## src/rtl/audio_resamp_pkg.sv

```systemverilog
// Shared types and helpers for the audio resampling path: sample/phase
// types, the resampler FSM encoding and the phase-increment calculation.
package audio_resamp_pkg;

    localparam int unsigned IW_DEF     = 16;
    localparam int unsigned FRAC_W_DEF = 12;

    typedef logic signed [IW_DEF-1:0] sample_t;
    typedef logic [FRAC_W_DEF-1:0]    phase_t;

    typedef enum logic [1:0] {
        PRIME0 = 2'd0,
        PRIME1 = 2'd1,
        RUN    = 2'd2
    } rs_state_t;

    // floor(2^frac_w * rate_in / mclk), never below 1 so the phase always
    // advances between input samples.
    function automatic int unsigned calc_phase_inc(
        input longint unsigned mclk,
        input longint unsigned rate_in,
        input int unsigned     frac_w
    );
        longint unsigned q;
        q = ((64'd1 << frac_w) * rate_in) / mclk;
        if (q < 64'd1) begin
            q = 64'd1;
        end else begin
            q = q;
        end
        return q[31:0];
    endfunction

endpackage

```

## src/rtl/rate_tick_gen.sv

```systemverilog
// Bresenham rate divider: emits a one-cycle tick at an exact mean rate of
// RATE ticks per MCLK_RATE clocks. Also usable for the FIR input strobe.
module rate_tick_gen #(
    parameter int unsigned MCLK_RATE = 53693175,
    parameter int unsigned RATE      = 48000
) (
    input  logic clk,
    input  logic reset_n,
    output logic tick_o
);

    localparam logic [32:0] RATE_W = 33'(RATE);
    localparam logic [32:0] MCLK_W = 33'(MCLK_RATE);

    logic [31:0] acc_q;
    logic [31:0] acc_d;
    logic        tick_q;
    logic        tick_d;
    logic [32:0] sum_s;

    // Next accumulator value and tick: wrap by MCLK_RATE when the sum reaches it.
    always_comb begin
        sum_s = {1'b0, acc_q} + RATE_W;
        if (sum_s >= MCLK_W) begin
            acc_d  = 32'(sum_s - MCLK_W);
            tick_d = 1'b1;
        end else begin
            acc_d  = sum_s[31:0];
            tick_d = 1'b0;
        end
    end

    // Accumulator and registered tick.
    always_ff @(posedge clk) begin
        if (!reset_n) begin
            acc_q  <= 32'd0;
            tick_q <= 1'b0;
        end else begin
            acc_q  <= acc_d;
            tick_q <= tick_d;
        end
    end

    assign tick_o = tick_q;

endmodule

```

## src/rtl/fir_linear_resampler.sv

```systemverilog
// Linear-interpolating rate converter placed after the PSG FIR pre-filter.
// Keeps the last two input samples and a phase that ramps from 0 at each new
// sample; on every output tick it interpolates between them in a 3-stage
// pipeline (capture, multiply, round/add).
module fir_linear_resampler
    import audio_resamp_pkg::*;
#(
    parameter int unsigned IW           = 16,
    parameter int unsigned FRAC_W       = 12,
    parameter int unsigned MCLK_RATE    = 53693175,
    parameter int unsigned DATA_CLK_IN  = 300000,
    parameter int unsigned DATA_CLK_OUT = 48000
) (
    input  logic                 clk,
    input  logic                 reset_n,
    input  logic                 in_valid,
    input  logic signed [IW-1:0] data_in,
    output logic signed [IW-1:0] data_out,
    output logic                 out_valid,
    output logic                 underrun
);

    localparam int unsigned PHASE_INC = calc_phase_inc(64'(MCLK_RATE), 64'(DATA_CLK_IN), FRAC_W);
    localparam int unsigned PW        = IW + FRAC_W + 2;

    localparam logic [FRAC_W:0]         PHASE_INC_W = (FRAC_W+1)'(PHASE_INC);
    localparam logic [FRAC_W:0]         PHASE_MAX_W = {1'b0, {FRAC_W{1'b1}}};
    localparam logic signed [PW-1:0]    ROUND_C     = {{(PW-FRAC_W){1'b0}}, 1'b1, {(FRAC_W-1){1'b0}}};

    // Output-rate tick.
    logic tick_s;

    rate_tick_gen #(
        .MCLK_RATE (MCLK_RATE),
        .RATE      (DATA_CLK_OUT)
    ) u_tick (
        .clk     (clk),
        .reset_n (reset_n),
        .tick_o  (tick_s)
    );

    // Input history, phase, sticky underrun, FSM.
    rs_state_t             state_q, state_d;
    logic signed [IW-1:0]  s_prev_q, s_prev_d;
    logic signed [IW-1:0]  s_curr_q, s_curr_d;
    logic [FRAC_W-1:0]     phase_q, phase_d;
    logic [FRAC_W:0]       phase_sum_s;
    logic                  underrun_q, underrun_d;

    // Interpolation pipeline.
    logic                  s1_fire_s;
    logic                  v1_q, v1_d;
    logic signed [IW-1:0]  base1_q, base1_d;
    logic signed [IW:0]    diff1_q, diff1_d;
    logic signed [FRAC_W:0] frac1_q, frac1_d;
    logic                  v2_q, v2_d;
    logic signed [IW-1:0]  base2_q, base2_d;
    logic signed [PW-1:0]  prod2_q, prod2_d;
    logic signed [PW-1:0]  rnd_s;
    logic signed [PW-1:0]  shift_s;
    logic signed [PW-1:0]  base_ext_s;
    logic signed [IW-1:0]  data_out_q, data_out_d;
    logic                  out_valid_q, out_valid_d;

    // FSM next state: two samples are needed before interpolation is meaningful.
    always_comb begin
        state_d = state_q;
        case (state_q)
            PRIME0: begin
                if (in_valid) begin
                    state_d = PRIME1;
                end else begin
                    state_d = PRIME0;
                end
            end
            PRIME1: begin
                if (in_valid) begin
                    state_d = RUN;
                end else begin
                    state_d = PRIME1;
                end
            end
            RUN: begin
                state_d = RUN;
            end
            default: begin
                state_d = PRIME0;
            end
        endcase
    end

    // Sample history shift and saturating phase ramp; a pinned phase in RUN
    // means the input stream stalled.
    always_comb begin
        s_prev_d    = s_prev_q;
        s_curr_d    = s_curr_q;
        phase_d     = phase_q;
        underrun_d  = underrun_q;
        phase_sum_s = {1'b0, phase_q} + PHASE_INC_W;
        if (in_valid) begin
            s_prev_d = s_curr_q;
            s_curr_d = data_in;
            phase_d  = {FRAC_W{1'b0}};
        end else if (phase_sum_s > PHASE_MAX_W) begin
            phase_d = {FRAC_W{1'b1}};
            if (state_q == RUN) begin
                underrun_d = 1'b1;
            end else begin
                underrun_d = underrun_q;
            end
        end else begin
            phase_d = phase_sum_s[FRAC_W-1:0];
        end
    end

    // Stage 1 captures the pre-update history so a colliding input sample
    // does not leak into the current output.
    always_comb begin
        s1_fire_s = tick_s && (state_q == RUN);
        v1_d      = s1_fire_s;
        base1_d   = base1_q;
        diff1_d   = diff1_q;
        frac1_d   = frac1_q;
        if (s1_fire_s) begin
            base1_d = s_prev_q;
            diff1_d = {s_curr_q[IW-1], s_curr_q} - {s_prev_q[IW-1], s_prev_q};
            frac1_d = {1'b0, phase_q};
        end else begin
            base1_d = base1_q;
        end
    end

    // Stage 2: signed slope times phase fraction.
    always_comb begin
        v2_d    = v1_q;
        base2_d = base2_q;
        prod2_d = prod2_q;
        if (v1_q) begin
            base2_d = base1_q;
            prod2_d = diff1_q * frac1_q;
        end else begin
            prod2_d = prod2_q;
        end
    end

    // Stage 3: round-half-up, arithmetic shift, add base. The result stays
    // between the two samples, so truncation to IW cannot overflow.
    always_comb begin
        rnd_s       = prod2_q + ROUND_C;
        shift_s     = rnd_s >>> FRAC_W;
        base_ext_s  = PW'(base2_q);
        out_valid_d = v2_q;
        data_out_d  = data_out_q;
        if (v2_q) begin
            data_out_d = IW'(base_ext_s + shift_s);
        end else begin
            data_out_d = data_out_q;
        end
    end

    // Control and history registers.
    always_ff @(posedge clk) begin
        if (!reset_n) begin
            state_q    <= PRIME0;
            s_prev_q   <= {IW{1'b0}};
            s_curr_q   <= {IW{1'b0}};
            phase_q    <= {FRAC_W{1'b0}};
            underrun_q <= 1'b0;
        end else begin
            state_q    <= state_d;
            s_prev_q   <= s_prev_d;
            s_curr_q   <= s_curr_d;
            phase_q    <= phase_d;
            underrun_q <= underrun_d;
        end
    end

    // Pipeline registers; reset drops anything in flight.
    always_ff @(posedge clk) begin
        if (!reset_n) begin
            v1_q        <= 1'b0;
            base1_q     <= {IW{1'b0}};
            diff1_q     <= {(IW+1){1'b0}};
            frac1_q     <= {(FRAC_W+1){1'b0}};
            v2_q        <= 1'b0;
            base2_q     <= {IW{1'b0}};
            prod2_q     <= {PW{1'b0}};
            data_out_q  <= {IW{1'b0}};
            out_valid_q <= 1'b0;
        end else begin
            v1_q        <= v1_d;
            base1_q     <= base1_d;
            diff1_q     <= diff1_d;
            frac1_q     <= frac1_d;
            v2_q        <= v2_d;
            base2_q     <= base2_d;
            prod2_q     <= prod2_d;
            data_out_q  <= data_out_d;
            out_valid_q <= out_valid_d;
        end
    end

    assign data_out  = data_out_q;
    assign out_valid = out_valid_q;
    assign underrun  = underrun_q;

endmodule

```

## config.mk

```make
export PLATFORM = sky130hd
export DESIGN_NAME = fir_linear_resampler
export DESIGN_NICKNAME = d
export VERILOG_FILES = /design/src/rtl/audio_resamp_pkg.sv /design/src/rtl/rate_tick_gen.sv /design/src/rtl/fir_linear_resampler.sv
export SDC_FILE = /design/constraint.sdc
export NUM_CORES = 1
export LEC_CHECK = 0
export ABC_AREA = 1
export CORE_ASPECT_RATIO = 0.9
export CORE_MARGIN = 1
export CORE_UTILIZATION = 60
export CTS_BUF_LIST = sky130_fd_sc_hd__clkbuf_8
export DETAILED_ROUTE_END_ITERATION = 8
export PLACE_DENSITY = 0.74
export SYNTH_ARGS = -nofsm -noshare
export SYNTH_HDL_FRONTEND = slang
export SYNTH_SLANG_ARGS = --single-unit
```

## constraint.sdc

```tcl
create_clock -name clk -period 16.2 [get_ports clk]
set_input_delay 4.86 -clock clk [delete_from_list [all_inputs] [get_ports clk]]
set_output_delay 4.86 -clock clk [all_outputs]
set_load 0.01 [all_outputs]
```

Yosys cells after proc, flatten, opt, wreduce, memory -nomap -nowiden. Cells that the tools add are included.

Register bits: 188. Input bits: 19. Output and inout port bits: 18. Word-level logic and storage cells: 39.

Add/sub/neg operators: 6. Multiply operators: 1. $lt $le $gt $ge: 2. Eq/ne operators: 2. Multiplexer cells: 6. Bitwise logic cells: 2. Reductions and logical operators: 4.

Operator list (number): adder 32 x 16 -> 33 bit (second input constant) (1); >= comparator 33 x 26 -> 1 bit (second input constant) (1); two-way mux 32 bit (1); subtractor 32 x 26 -> 32 bit (second input constant) (1); adder 28 x 13 -> 28 bit (second input constant) (1); multiplier 17 x 13 -> 28 bit (1); subtractor 16 x 16 -> 17 bit (1); adder 16 bit (1); adder 12 x 5 -> 13 bit (second input constant) (1); > comparator 13 x 12 -> 1 bit (second input constant) (1); two-way mux 12 bit (1); one-hot mux 2 bit (3 select lines) (1); AND reduction 3 bit (1); equality test 2 x 1 -> 1 bit (second input constant) (1); equality test 2 bit (second input constant) (1); zero test 2 bit (1); two-way mux 1 bit (2); two-way mux 2 bit (1); inverter 1 bit (2); OR reduction 2 bit (1); logical AND 1 bit (1).

Depth between registers and ports, before layout. Gate-level depths: netlist of the first run.

Depth after elaboration: 3. Gate-level depth with buffers: 27. Mapped depth without buffers: 25.

Modules after synthesis. Synthesis of the first run repeated with hierarchy kept, for this count alone.

Cell total of the unflattened synthesis: 2656. Area, all modules: 18012.3 um2.

By module, submodules not included: fir_linear_resampler (times used 1, cells each 2098, area each 14914.3 um2, sequential area each 2882.8 um2); rate_tick_gen (times used 1, cells each 558, area each 3098.0 um2, sequential area each 660.6 um2).

Worst setup path before layout of the first run. No wires, ideal clock.

Kind: input port to flip-flop. From: in reset_n. To: reg prod2_q[11]. Data arrival time: 5635 ps. Data required time: 16084 ps. Setup slack: 10449 ps. Stages on the path: 6. Cells stage by stage: inv_1 -> clkbuf_1 -> buf_1 -> nor2_1 -> o21ai_0 -> inv_1.

RTL lines: start, declared (line fir_linear_resampler.sv:15) `input logic reset_n,`; end signal, assigned (line fir_linear_resampler.sv:187) `prod2_q <= {PW{1'b0}};`; end signal, assigned (line fir_linear_resampler.sv:197) `prod2_q <= prod2_d;`; end, declared (line fir_linear_resampler.sv:58) `logic signed [PW-1:0] prod2_q, prod2_d;`.

==> impl_metrics.ini, run 1 <==
[run_status]
status = finished, final reports clean

[placed_design]
port-buffer-count = 36
dp_hpwl_microns = 34400
gp_congestion = 0.9496
placed_cells = 2782
post_dp_cell_area_sq_um = 17940

[power]
p_comb_share_pct = 40.7
power.share.switching_pct = 44.68
power.density_nw_per_um2 = 82.90
power.share.clock_pct = 23.1
p_sw_uw = 681.2
pwr-share-seq_pct = 36.2
p_int_uw = 843.3
leakagePower_uw = 0.009837
ir_worst_vdd_uv = 63.79

[floorplan]
io_pins = 37
dieArea_sq_um = 29820
core_sq_um = 28300
rows = 58
die_h_microns = 163.9
die_w_microns = 181.9
initial_core_util_pct = 61.76

[clocking]
cts.sinks = 177
clockBufferDepth = 2
cts_max_level = 4
tritoncts = built
cts_hold_buf = 0
cts_resized = 0
clk_latency_ns = 0.48
clockRootBuffer = clkbuf_8
post-cts-setup-buffers = 0
cts_buffers = 17
clk_pin_slew_worst_paths_ns = 0.10

[global_routing]
overflow = 0
grt_pass1_vias = 14820
antenna_found_initial = 3
gr-usage-all-layers_pct = 30.70
grt_max_degree = 113
grt_pass1_wl_microns = 72950

[drt]
first_pass_iters = 6
antenna_left = 0
wl_per_cell_microns = 15.74
drt_iter0_drc = 1304
vias = 15460
routed_wl_microns = 44270
route.detailed.drc = 0
via_per_inst = 5.496

[sta]
tns_ns = 0
skew_ns = 0.02345
fin_crit_sh_pct = 44.31
tightest_slew_ns = 1.094
fmax_mhz = 139.3
finalHoldViolations = 0
max_slew_margin_pct = 26.61
holdWs_ns = 0.4635
setup_viol = 0
final_max_slew_viol_count = 0
period_needed_ns = 7.179
rsz0062_at_grt = false

[finish]
layout_commonest_cell = nand2_1
nFillCells = 2565
drive_above_1_share_pct = 3.751
final_cells = 2813
syn2layout_area_growth_pct = 5.211
design_area_sq_um = 18390
final_nets = 2738
num_antenna_cells = 0
final_cell_mix = 533 x nand2_1, 513 x inv_1, 190 x nor2_1

[job]
drv_cap = 0

[setup_path]
crit_type = input pin to register
r2r_slack_ns = 9.86
worst_ep_arrival_time_ns = 7.51
start_kind = input pin
cp_max_fo = 46
cp.required_ns = 16.53
endpoint_kind = register

[synthesis]
ys_seq_area_share_pct = 20.27
synth_area_sq_um = 17480
synth_seq_cells = 177
synth_edf_count = 0
syn_area_per_cell_sq_um = 7.063
async_flop_share_pct = 0
yosysUniqueCellTypes = 48
synthCells = 2475
yosysWarningCount = 0
synth_nets = 2772
ys.flop_type = dfxtp_1

[min_path]
hold_path_class = register to register
==> layer usage <==
metal,track usage [%],wire (microns),vias up
met5,0,35,-
met4,8.671,1057,6
met3,5.100,3038,88
met2,49.65,19720,557
met1,42.61,20420,7244
li1,-,-,7566
==> power by group through the flow <==
stage                     clock [uW]  combinational (uW)  sequential, uW
after CTS                        358                 608             549
after global placement             0                 597             559
after floorplan                    0                 504             528
after detailed placement           0                 604             559
final                            353                 620             552
after global routing             374                 699             557
==> worst max-delay path, cell delays in order <==
cell,delay (ns)
clkdlybuf4s50_1,0.92
clkinv_1,1.08
o21ai_0,0.55
a21oi_1,0.07
==> Yosys cell counts, types with 4 or more instances <==
cell | number | area share, %
nand2_1 | 533 | 11
a21o_1 | 7 | 0.30
nor2_1 | 190 | 4.1
o31ai_1 | 5 | 0.21
fa_1 | 181 | 21
dfxtp_1 | 177 | 20
o21ai_0 | 149 | 4.3
buf_1 | 5 | 0.11
o21bai_1 | 9 | 0.39
nand3_1 | 106 | 3.0
ha_1 | 97 | 6.9
nand3b_1 | 5 | 0.21
nand2_2 | 18 | 0.64
clkbuf_1 | 80 | 1.7
a21oi_1 | 170 | 4.9
buf_2 | 4 | 0.11
inv_1 | 514 | 11
xnor2_1 | 14 | 0.70
nor3_1 | 24 | 0.69
xor2_1 | 63 | 3.2
a31oi_1 | 4 | 0.14
inv_2 | 12 | 0.26
nand4_1 | 42 | 1.5
nor2_2 | 8 | 0.29
o211ai_1 | 14 | 0.60
o21a_1 | 4 | 0.17
a221oi_1 | 4 | 0.20
==> state kept, by name, summed over array words and instances (netlist names) <==
| register | flops |
|---|---|
| out_valid_d | 1 |
| state_q | 2 |
| base1_q | 16 |
| out_valid | 1 |
| u_tick.acc_q | 32 |
| diff1_q | 17 |
| base2_q | 16 |
| s_curr_q | 16 |
| u_tick.tick_o | 1 |
| phase_q | 12 |
| data_out | 16 |
| underrun | 1 |
| s_prev_q | 16 |
| frac1_q | 12 |
| prod2_q | 17 |
| v1_q | 1 |
==> cell type report <==
| cell class | count | area (sq um) | share of cell area [%] |
|---|---|---|---|
| flip-flops and latches | 177 | 3543 | 19.27 |
| well taps | 360 | 450.4 | 2.449 |
| inverters | 528 | 1982 | 10.78 |
| clock buffers | 17 | 234.0 | 1.272 |
| multi-input cells | 1676 | 11570 | 62.90 |
| repair buffers | 41 | 392.9 | 2.136 |
| clock inverters | 14 | 221.5 | 1.204 |
==> kinds of logic after synthesis <==
kind of cell	count (synthesis)	share of synthesized area (%)
compound gates	380	11.85
buf+inv	622	13.56
flops	177	20.27
fa+ha+maj	278	27.67
xor+xnor	77	3.858
simple gates	941	22.80
==> per-stage QoR <==
| step | total power [uW] | utilization (%) | setup slack [ns] |
|---|---|---|---|
| 2_1_floorplan | 1032 | - | 10.45 |
| 3_3_place_gp | 1156 | 63.37 | 8.806 |
| 3_5_place_dp | 1163 | 63.37 | 8.611 |
| 4_1_cts | 1515 | 64.98 | 9.139 |
| 5_1_grt | 1630 | 64.98 | 8.716 |
| 6_report | 1525 | 64.98 | 9.021 |
==> final timing paths <==
kind | from | endpoint | cells past startpoint
worst min register to register | base1_q[13]$_SDFFE_PN0P_ | base1_q[13]$_SDFFE_PN0P_ | 2
worst min-delay path | base1_q[13]$_SDFFE_PN0P_ | base1_q[13]$_SDFFE_PN0P_ | 2
worst max-delay path | in_valid | s_prev_q[6]$_SDFFE_PN0P_ | 4
worst max register to register | frac1_q[2]$_SDFFE_PN0P_ | prod2_q[26]$_SDFFE_PN0P_ | 19
No activity file was read; power rests on OpenSTA's default activity.
==> inputs of run 2 (changes only) <==
--- a/config.mk
+++ b/config.mk
@@ -11,7 +11,7 @@
 export CORE_UTILIZATION = 60
 export CTS_BUF_LIST = sky130_fd_sc_hd__clkbuf_8
 export DETAILED_ROUTE_END_ITERATION = 8
-export PLACE_DENSITY = 0.74
+export PLACE_DENSITY = 0.77
 export SYNTH_ARGS = -nofsm -noshare
 export SYNTH_HDL_FRONTEND = slang
 export SYNTH_SLANG_ARGS = --single-unit
==> constraint.sdc (replaced) <==
create_clock -name clk -period 6.6 [get_ports clk]
set_input_delay 1.98 -clock clk [delete_from_list [all_inputs] [get_ports clk]]
set_output_delay 1.98 -clock clk [all_outputs]
set_load 0.01 [all_outputs]
==> impl_metrics.ini, run 2 (synthesis results as in run 1) <==
[sta]
setup_ws_ns = 0.8451
max_slew_margin_pct = 42.30
skew_ns = 0.01826
finalHoldViolations = 0
setup_viol = 0
final_max_slew_viol_count = 0
fmax_mhz = 173.8
period_needed_ns = 5.755
tightest_slew_ns = 0.8644
fin_crit_sh_pct = 87.19
rsz0062_at_grt = false
tns_ns = 0

[clocking]
clockRootBuffer = clkbuf_8
clk_pin_slew_worst_paths_ns = 0.11
clockBufferDepth = 2
post-cts-setup-buffers = 0
cts_resized = 0
cts_hold_buf = 0
cts.sinks = 177
cts_buffers = 17
cts_max_level = 4
tritoncts = built
clk_latency_ns = 0.50

[run_status]
status = finished, final reports clean

[floorplan]
die_w_microns = 181.9
rows = 58
initial_core_util_pct = 61.76
die_h_microns = 163.9
dieArea_sq_um = 29820
core_sq_um = 28300
io_pins = 37

[power]
pwr-share-seq_pct = 37.1
p_int_uw = 1965
power.share.clock_pct = 21.4
power.density_nw_per_um2 = 197.2
p_comb_share_pct = 41.5
power.share.switching_pct = 45.81
p_sw_uw = 1661
leakagePower_uw = 0.009849
ir_worst_vdd_uv = 163.0

[job]
drv_cap = 0

[finish]
nFillCells = 2533
largest_registers = u_tick.acc_q (32), diff1_q (17), prod2_q (17)
num_antenna_cells = 0
drive_above_1_share_pct = 4.023
layout_commonest_cell = nand2_1
largest_reg_flops = 32
syn2layout_area_growth_pct = 5.189
top_register = u_tick.acc_q
final_nets = 2745
final_cell_mix = 533 x nand2_1, 514 x inv_1, 190 x nor2_1
final_cells = 2821

[global_routing]
grt_pass1_vias = 14780
overflow = 0
gr-usage-all-layers_pct = 30.48
grt_max_degree = 68
grt_pass1_wl_microns = 72750
antenna_found_initial = 0

[setup_path]
rr_endpoint = prod2_q[24]$_SDFFE_PN0P_
cp_slowest_stage_delay_ns = 0.83
crit_type = register to register
r2r_slack_ns = 0.85
reg2reg_from = frac1_q[6]$_SDFFE_PN0P_
cp_max_fo = 18
reg2reg_depth = 23
cpMostUsedCell = inv_1
worst_ep_arrival_time_ns = 6.14
cp.required_ns = 6.98
start_kind = register
endpoint_kind = register
crit_chain = nand2_1 > fa_1 > inv_1 > fa_1 > inv_1 > fa_1 > inv_1 > fa_1 > inv_1 > fa_1 > inv_1 > ha_1 > a21oi_1 > o21ai_0 > inv_1 > o21ai_0 > a21oi_1 > o21ai_0 > nand2_1 > nand3_1 > nand2_1 > o21ai_0 > inv_1
critPathSlowestCell = dfxtp_1

[placed_design]
dp_hpwl_microns = 34140
gp_congestion = 0.9705
dpl_worst_slack_ns = 0.8617
placed_cells = 2789
port-buffer-count = 36

[drt]
antenna_left = 0
route.detailed.drc = 0
routed_wl_microns = 43820
drt_iter0_drc = 1308
wl_per_cell_microns = 15.53
via_per_inst = 5.478
first_pass_iters = 5
vias = 15450

[min_path]
min_from = state_q[1]$_SDFF_PN0_
hold_depth = 1
hold_path_class = register to register
hold_end = state_q[1]$_SDFF_PN0_
## run 2: cell count changes in the layout (fill, tap and decap cells not counted), sizes merged
cell / change
buf: +7
inv: +4
bufinv: -3
clkinv: -1
clkinvlp: +1
## run 2: cell type report
class | count | area, sq um | share of cell area, %
well taps | 360 | 450.4 | 2.450
multi-input cells | 1676 | 11570 | 62.91
clock inverters | 15 | 165.2 | 0.8982
inverters | 528 | 1982 | 10.78
repair buffers | 48 | 445.4 | 2.422
flip-flops and latches | 177 | 3543 | 19.27
clock buffers | 17 | 234.0 | 1.272
## run 2: through the flow
stage	area (sq um)	total power, uW	utilization (%)	hold WS, ns
after global placement	17990	2814	63.56	0.4305
after detailed placement	17990	2838	63.56	0.4557
after floorplan	17480	2532	-	0.4182
after CTS	18390	3614	64.97	0.4706
final	18390	3626	64.97	0.4760
after global routing	18390	3887	64.97	0.4899
## run 2: routing by layer
| metal | track usage, % | part of all wire (%) | up-vias | routed length (microns) |
|---|---|---|---|---|
| met5 | 0 | 0 | - | 0 |
| met3 | 4.124 | 6.4 | 75 | 2821 |
| li1 | - | - | 7577 | - |
| met2 | 49.83 | 46 | 553 | 19950 |
| met4 | 10.70 | 2.8 | 0 | 1227 |
| met1 | 41.66 | 45 | 7248 | 19820 |
## run 2: worst max-delay path by stage
stage / start / to / slack, ns / depth (start not counted)
finish: frac1_q[6]$_SDFFE_PN0P_ / prod2_q[24]$_SDFFE_PN0P_ / 0.85 / 23
global route: frac1_q[5]$_SDFFE_PN0P_ / prod2_q[24]$_SDFFE_PN0P_ / 0.35 / 23
CTS: frac1_q[6]$_SDFFE_PN0P_ / prod2_q[24]$_SDFFE_PN0P_ / 0.84 / 23
detailed placement: frac1_q[6]$_SDFFE_PN0P_ / prod2_q[24]$_SDFFE_PN0P_ / 0.86 / 23
global placement: diff1_q[16]$_SDFFE_PN0P_ / prod2_q[26]$_SDFFE_PN0P_ / 0.98 / 20
floorplan: diff1_q[16]$_SDFFE_PN0P_ / prod2_q[27]$_SDFFE_PN0P_ / 1.31 / 21
## run 2: power by group through the flow
stage                     combinational (uW)  sequential [uW]  clock [uW]
final                                   1500             1340         776
after detailed placement                1470             1370           0
after global placement                  1450             1360           0
after CTS                               1480             1340         791
after global routing                    1700             1360         829
after floorplan                         1240             1300           0
## run 2: critical path, delay by kind of cell (launching register included)
family,cells,cell delay [ns]
flip-flops,1,0.83
buffers and inverters,7,0.37
AO/OA/AOI/OAI,6,1.06
AND/OR/NAND/NOR,4,0.44
adder cells (fa/ha/maj),6,2.96
